**src/rtl/nukv_request_arbiter.sv**
```systemverilog
// nukv_request_arbiter: packet-granular round-robin merge of NUM_PORTS request streams into one tagged stream
module nukv_request_arbiter #(
  parameter int NUM_PORTS  = 2,
  parameter int DATA_WIDTH = 128,
  parameter int MAX_BEATS  = 512
) (
  input  logic                            clk,
  input  logic                            rst_n,
  input  logic [NUM_PORTS*DATA_WIDTH-1:0] s_axis_tdata,
  input  logic [NUM_PORTS-1:0]            s_axis_tvalid,
  input  logic [NUM_PORTS-1:0]            s_axis_tlast,
  output logic [NUM_PORTS-1:0]            s_axis_tready,
  output logic [DATA_WIDTH-1:0]           m_axis_tdata,
  output logic                            m_axis_tvalid,
  output logic                            m_axis_tlast,
  output logic [1:0]                      m_axis_tuser,
  input  logic                            m_axis_tready,
  input  logic [NUM_PORTS-1:0]            port_enable,
  input  logic                            hold_new,
  output logic [3:0]                      _debug
);
  typedef enum logic {ST_IDLE, ST_STREAM} state_t;
  state_t                  state_q;
  logic [1:0]              grant_q, grant_d, last_grant_q, err_q, idx;
  logic [15:0]             beat_cnt_q, beat_cnt_d;
  logic [3:0]              req4, vld4, last4;
  logic                    found, ready, accept;
  logic [DATA_WIDTH-1:0]   sel_data;

  // Round-robin pick: scan from last_grant+1 upward; the closest requester wins
  always_comb begin
    req4    = 4'(s_axis_tvalid & port_enable);
    grant_d = grant_q;
    found   = 1'b0;
    idx     = '0;
    for (int i = NUM_PORTS; i >= 1; i--) begin
      idx = 2'((int'(last_grant_q) + i) % NUM_PORTS);
      if (req4[idx]) begin
        found   = 1'b1;
        grant_d = idx;
      end
    end
  end

  // Only the granted port sees ready, and only while the output register can take a beat
  always_comb begin
    vld4          = 4'(s_axis_tvalid);
    last4         = 4'(s_axis_tlast);
    ready         = (state_q == ST_STREAM) && (!m_axis_tvalid || m_axis_tready);
    accept        = ready && vld4[grant_q];
    s_axis_tready = NUM_PORTS'(ready ? 4'b0001 << grant_q : 4'b0000);
    sel_data      = '0;
    for (int i = 0; i < NUM_PORTS; i++)
      if (grant_q == 2'(i)) sel_data = s_axis_tdata[i*DATA_WIDTH +: DATA_WIDTH];
    beat_cnt_d    = accept && last4[grant_q] ? 16'd0 :
                    accept && beat_cnt_q != 16'hffff ? beat_cnt_q + 16'd1 : beat_cnt_q;
  end

  assign _debug = {grant_q, err_q};

  // Arbitration FSM with registered output stage; a packet is never cut short by hold_new or port_enable
  always_ff @(posedge clk or negedge rst_n) begin
    if (!rst_n) begin
      state_q       <= ST_IDLE;
      grant_q       <= '0;
      last_grant_q  <= 2'(NUM_PORTS - 1);
      beat_cnt_q    <= '0;
      err_q         <= '0;
      m_axis_tdata  <= '0;
      m_axis_tvalid <= 1'b0;
      m_axis_tlast  <= 1'b0;
      m_axis_tuser  <= '0;
    end else begin
      beat_cnt_q <= beat_cnt_d;
      if (accept) begin
        m_axis_tdata  <= sel_data;
        m_axis_tlast  <= last4[grant_q];
        m_axis_tuser  <= grant_q;
        m_axis_tvalid <= 1'b1;
        if (int'(beat_cnt_q) >= MAX_BEATS) err_q <= 2'd2;
      end else if (m_axis_tready) begin
        m_axis_tvalid <= 1'b0;
      end
      if (state_q == ST_IDLE && !hold_new && found) begin
        grant_q <= grant_d;
        state_q <= ST_STREAM;
      end
      if (accept && last4[grant_q]) begin
        last_grant_q <= grant_q;
        state_q      <= ST_IDLE;
      end
    end
  end
endmodule

```
**config.mk**
```make
export PLATFORM = sky130hd
export DESIGN_NAME = nukv_request_arbiter
export DESIGN_NICKNAME = d
export VERILOG_FILES = /design/src/rtl/nukv_request_arbiter.sv
export SDC_FILE = /design/constraint.sdc
export NUM_CORES = 1
export LEC_CHECK = 0
export ABC_AREA = 1
export ABC_CLOCK_PERIOD_IN_PS = 1600
export BUFFER_PORTS_ARGS = -buffer_cell sky130_fd_sc_hd__buf_2
export CAP_MARGIN = 15
export CORE_AREA = 2 2 156 158
export DETAILED_ROUTE_END_ITERATION = 8
export DIE_AREA = 0 0 158 160
export GPL_TIMING_DRIVEN = 0
export SETUP_SLACK_MARGIN = 0.15
export SYNTH_ARGS = -nofsm -noshare
export SYNTH_HDL_FRONTEND = slang
export SYNTH_SLANG_ARGS = --single-unit
```
**constraint.sdc**
```tcl
create_clock -name clk -period 1.6 [get_ports clk]
set_input_delay 0.32 -clock clk [delete_from_list [all_inputs] [get_ports clk]]
set_output_delay 0.32 -clock clk [all_outputs]
set_load 0.01 [all_outputs]
```
## Word level (Yosys, flattened, before mapping)

Cells that the tools add are included.
W data, S select, Z words.

- Input port bits: 266
- Register bits: 153

- Magnitude comparators: 4
- Multiplexer cells: 21
- Reduce and logical (&&, ||, !) cells: 16
- Equal/unequal tests: 2
- $add $sub $neg: 3
- Bitwise logic cells: 4
- Shift-type cells: 1

Operators with widths:

| operator | number |
|---|---|
| $mux W128 | 2 |
| $mux W16 | 2 |
| $add A16 B1 Y16 const B | 1 |
| $ge A16 B10 Y1 const B | 1 |
| $ne A16 B16 Y1 const B | 1 |
| $mux W1 | 10 |
| $lt A2 B3 Y1 const B | 3 |
| $bmux W1 S2 | 4 |
| $reduce_bool A2 Y1 | 4 |
| $logic_and A1 B1 Y1 | 6 |
| $mux W2 | 3 |
| $reduce_and A2 Y1 | 2 |
| $add A1 B1 Y1 const B | 2 |
| $and A1 B1 Y1 const A | 2 |
| $and A2 B2 Y2 | 1 |
| $eq A2 B1 Y1 const B | 1 |
| $logic_not A1 Y1 | 2 |
| $logic_not A2 Y1 | 1 |
| $shl A1 B2 Y2 const A | 1 |
| $logic_or A1 B1 Y1 | 1 |
| $not A1 Y1 | 1 |

## Logic depth before layout (Yosys ltp)

- Depth after elaboration: 9
- Depth in mapped cells: 10

## Worst setup path after synthesis

Ideal clock, no wire load.

- Path type: flip-flop to flip-flop
- From: register grant_q[0]
- To: register m_axis_tdata[0]
- Clock period less this slack: 1.454 ns
- Data arrival time: 1.324 ns
- Cell stages (with the launch flop): 10
- Slack: 0.146 ns
- Cell sequence: dfrtp_1 > buf_4 > inv_4 > nand2_1 > nand2_2 > nand2_4 > inv_6 > buf_2 > buf_2 > a31oi_1

- Cells in the longest elaborated chain, start to end: 3
- Elaborated cells between the ends (all ways): 7

Ends and longest elaborated chain:

| what | line | text |
|---|---|---|
| from (decl) | 24 | `logic [1:0] grant_q, grant_d, last_grant_q, err_q, idx;` |
| from (signal assigned) | 85 | `grant_q <= grant_d;` |
| $bmux W1 S2 or $logic_not A2 Y1 (tied branches) | 50, 54 |  |
| $mux W1 (implied by the code) or $mux W128 (tied branches) | 50, 54 |  |
| $logic_and A1 B1 Y1 or $mux W128 (tied branches) | 50, 54 |  |
| to (signal assigned) | 76 | `m_axis_tdata <= sel_data;` |
| to (decl) | 13 | `output logic [DATA_WIDTH-1:0] m_axis_tdata,` |

Parallel ways exist; a longest one is shown, timed or not. The select of a mux whose other input is x is not followed.
A chain may end at the register's enable or synchronous reset.

## Final worst setup path

- From: register state_q
- To: output port s_axis_tready[1]

- Cells in the longest elaborated chain, start to end: 2

Ends and longest elaborated chain:

| what | line | text |
|---|---|---|
| from (decl) | 23 | `state_t state_q;` |
| from (signal assigned) | 64 | `state_q <= ST_IDLE;` |
| from (signal assigned) | 86 | `state_q <= ST_STREAM;` |
| from (signal assigned) | 90 | `state_q <= ST_IDLE;` |
| $logic_and A1 B1 Y1 | 49 | `ready = (state_q == ST_STREAM) && (!m_axis_tvalid \|\| m_axis_tready);` |
| $mux W2 | 51 | `s_axis_tready = NUM_PORTS'(ready ? 4'b0001 << grant_q : 4'b0000);` |
| to (decl) | 12 | `output logic [NUM_PORTS-1:0] s_axis_tready,` |

Every way passes these cells.

==> flow_summary_export.csv <==
group,metric,value,unit
logic_synthesis,ys_types,34,
global_route,use_met3,5.78,%
clock_tree,numClockSinks,151,
logic_synthesis,seq_area_frac_synth,52.4,%
global_route,grt_use_total,22.8,%
critical_path,reg2reg_to,"m_axis_tdata[17]",
outcome,violations,"setup timing",
global_route,grt_max_degree,86,
global_route,met1_usage,29.4,%
routing,route.detailed.drc,0,
worst_hold_path,hold_path.class,"input pin to register",
routing,ant_nets,0,
placed_design,gp_congestion,0.857,
sta,hold_violations,0,
global_route,grt_pass1_vias,7781,
floorplan,pin_count,404,
global_route,grt_pass1_wl,43900,microns
logic_synthesis,synth_xor_area_share,0.850,%
floorplan,initial_utilization,30.3,%
layout,fin_nets,1649,
global_route,use_met2,37.4,%
logic_synthesis,synth_compound_gate_area_share,12.6,%
critical_path,worstRegToRegCells,11,
critical_path,cp-endpoint,"s_axis_tready[1]",
logic_synthesis,yosys.area_share.simple,27.5,%
logic_synthesis,synth.area.top_cells,"dfrtp_1 52%, nand2_1 17%, a31oi_1 11%, nor2_1 7.7%, buf_2 1.5%",
logic_synthesis,synth_top_family_by_area,"simple AND/OR/NAND/NOR gates",
critical_path,crit_path_frequent_cell,"nor2_4",
clock_tree,htree_levels,4,
critical_path,crit_path_top_delay_cell,"dfrtp_1",
logic_synthesis,syn_area,7210,sq um
logic_synthesis,ys_ff_latch,151,
sta,fin_crit_sh,105,%
placed_design,hpwlAfterDp,20100,microns
power,vdd_drop_max,0.000837,V
power,power,0.0268,W
critical_path,start_kind,"register",
layout,nFillCells,2244,
critical_path,worstSetupPathType,"register to output port",
critical_path,crit_path_start,"state_q",
sta,fin_setup_tns,-0.974,ns
clock_tree,cts_buffer_depth,2,
routing,via_per_inst,4.74,
critical_path,cp_cell_sequence,"inv_1 > nor2_4 > inv_2 > nor2_4 > buf_6",
critical_path,crit_required,1.28,ns
critical_path,worstPathMaxFanout,3,
logic_synthesis,synth_top_cell_by_area,"dfrtp_1",
routing,wl_per_cell,17.6,microns
floorplan,die_w,158,microns
clock_tree,insertion_delay,0.42,ns
layout,syn_to_final_growth,77.0,%
outcome,status,"finished with violations",
global_route,antenna_found_initial,3,
placed_design,numPortBuffers,400,
logic_synthesis,async_flop_share,100,%
clock_tree,cts.clk_slew.worst_paths,0.07,ns
sta,rsz0062_at_grt,"yes",
clock_tree,root_buffer,"clkbuf_16",
power,p_per_area,2100,nW/um^2
logic_synthesis,synth_ff_type,"dfrtp_1",
layout,drive_above_1_share,51.0,%
logic_synthesis,synth_top_area_share,52.0,%
clock_tree,cts_buffers,17,
routing,route.vias.total,8161,
critical_path,critical-path-max-stage-delay,0.40,ns
logic_synthesis,synth_fa_ha_area_share,0.347,%
routing,firstDrtPassIters,5,
sta,setup_violations,49,
critical_path,critPathArrivalTime,1.35,ns
sta,worst_pin_slew,0.709,ns
worst_hold_path,min_path_cells,2,
critical_path,rrSetupSlack,-0.05,ns
sta,slew_viol_final,0,
logic_synthesis,synth_edf_count,0,
critical_path,cp-end-kind,"output port",
routing,wl,30300,microns
logic_synthesis,synthMuxAreaShare,0,%
critical_path,regToRegStartpoint,"grant_q[0]",
sta,max_freq,598,MHz
logic_synthesis,synth_area_per_cell,8.04,sq um
clock_tree,cts_tree,"built",
global_route,overflow,0,
floorplan,core_region_area,23800,sq um
sta,fin_ws,-0.0721,ns
floorplan,num_rows,57,
power,leakagePower,5.98,nW
layout,final_cell_mix,"398 x buf_2, 324 x nand2_1, 149 x dfrtp_1",
floorplan,die_height,160,microns
job,drv_cap,0,
global_route,busiest_layer,"met2",
routing,drt_iter0_drc,483,
logic_synthesis,syn_inst,897,
logic_synthesis,synth_warnings,0,
layout,final_common_cell,"buf_2",
sta,layout_min_cycle_time,1.67,ns
sta,skew,0.0116,ns
floorplan,design.die.area,25300,sq um
sta,maxSlewHeadroom,52.7,%
[per-stage QoR]
stage / area (sq um) / std cells / util, % / worst slack, ns / hold WS [ns]
floorplan: 7220 / 899 / - / 0.146 / 0.0244
finish: 12800 / 1721 / 53.6 / -0.0721 / 0.132
detailed placement: 9670 / 1624 / 40.6 / -0.443 / 0.373
global placement: 9630 / 1623 / 40.4 / -2.28 / 0.457
CTS: 11500 / 1692 / 48.3 / -0.0761 / 0.0783
global route: 12800 / 1721 / 53.6 / -0.135 / 0.129
[power by group]
| part | total (W) | switching, W | internal (W) |
|---|---|---|---|
| Sequential | 0.00691 | 0.00128 | 0.00563 |
| Clock | 0.00416 | 0.00170 | 0.00246 |
| Combinational | 0.0157 | 0.00807 | 0.00761 |
[layout make-up]
class	count	area [sq um]	share of cell area, %
plain buffers	61	686	5.37
clock buffers	20	437	3.42
repair buffers	463	3200	25.0
diodes	3	7.51	0.0588
well taps	324	405	3.17
multi-input cells	664	3970	31.1
repair inverters	1	30.0	0.235
clock inverters	12	154	1.21
flip-flops and latches	151	3780	29.6
inverters	22	103	0.804
[routing by layer]
metal / part of all wire (%) / vias up / wire length, microns
met5: 0 / - / 0
li1: - / 3924 / -
met3: 6.4 / 36 / 1950
met1: 42 / 3889 / 12600
met4: 1.8 / 0 / 552
met2: 50 / 312 / 15200
[critical path, delay by kind of cell (launching register included)]
kind	cells	cell delay, ns
simple gates	2	0.26
flops	1	0.40
buf+inv	3	0.28
[Yosys cell counts, types with 5 or more instances]
| master | n |
|---|---|
| nand2_1 | 330 |
| nor2_1 | 148 |
| nand3_1 | 9 |
| a31oi_1 | 128 |
| buf_4 | 5 |
| clkbuf_1 | 26 |
| inv_1 | 20 |
| o21ai_1 | 6 |
| o21ai_0 | 5 |
| dfrtp_1 | 150 |
| buf_6 | 9 |
| buf_2 | 21 |
[state kept, by name, summed over array words and instances (netlist names)]
name and count:
grant_q 1, m_axis_tvalid 1, beat_cnt_q 16, m_axis_tuser 1
m_axis_tdata 128, state_q 1, last_grant_q 1, err_q 1
m_axis_tlast 1
[repair_timing]
action                                  CTS  global route
gates resized for setup                 152           199
pin swaps                                 3            13
hold buffers                              1             0
endpoints found under the hold margin    83             0
endpoints found under the setup margin  151           153
gates cloned                             19             8
buffers inserted                         17            18
[worst min path at each step]
stage | end | start | slack [ns]
6_report | m_axis_tvalid | m_axis_tready | 0.13
5_1_grt | m_axis_tdata[44] | s_axis_tdata[172] | 0.13
4_1_cts | m_axis_tvalid | m_axis_tready | 0.08
3_5_place_dp | m_axis_tdata[52] | rst_n | 0.37
3_3_place_gp | err_q[1] | err_q[1] | 0.46
2_1_floorplan | beat_cnt_q[0] | rst_n | 0.02
[logic make-up (layout without fill, tap and decap cells)]
logic type	after synthesis	count (layout)
AOI/OAI and AO/OA	146	146
xor gates and xnor gates	7	7
adders and majority gates	2	2
buffers and inverters	84	579
DFF	151	151
other	1	6
and+or+nand+nor	506	506
Note: power is estimated with default switching activity, not from simulation.
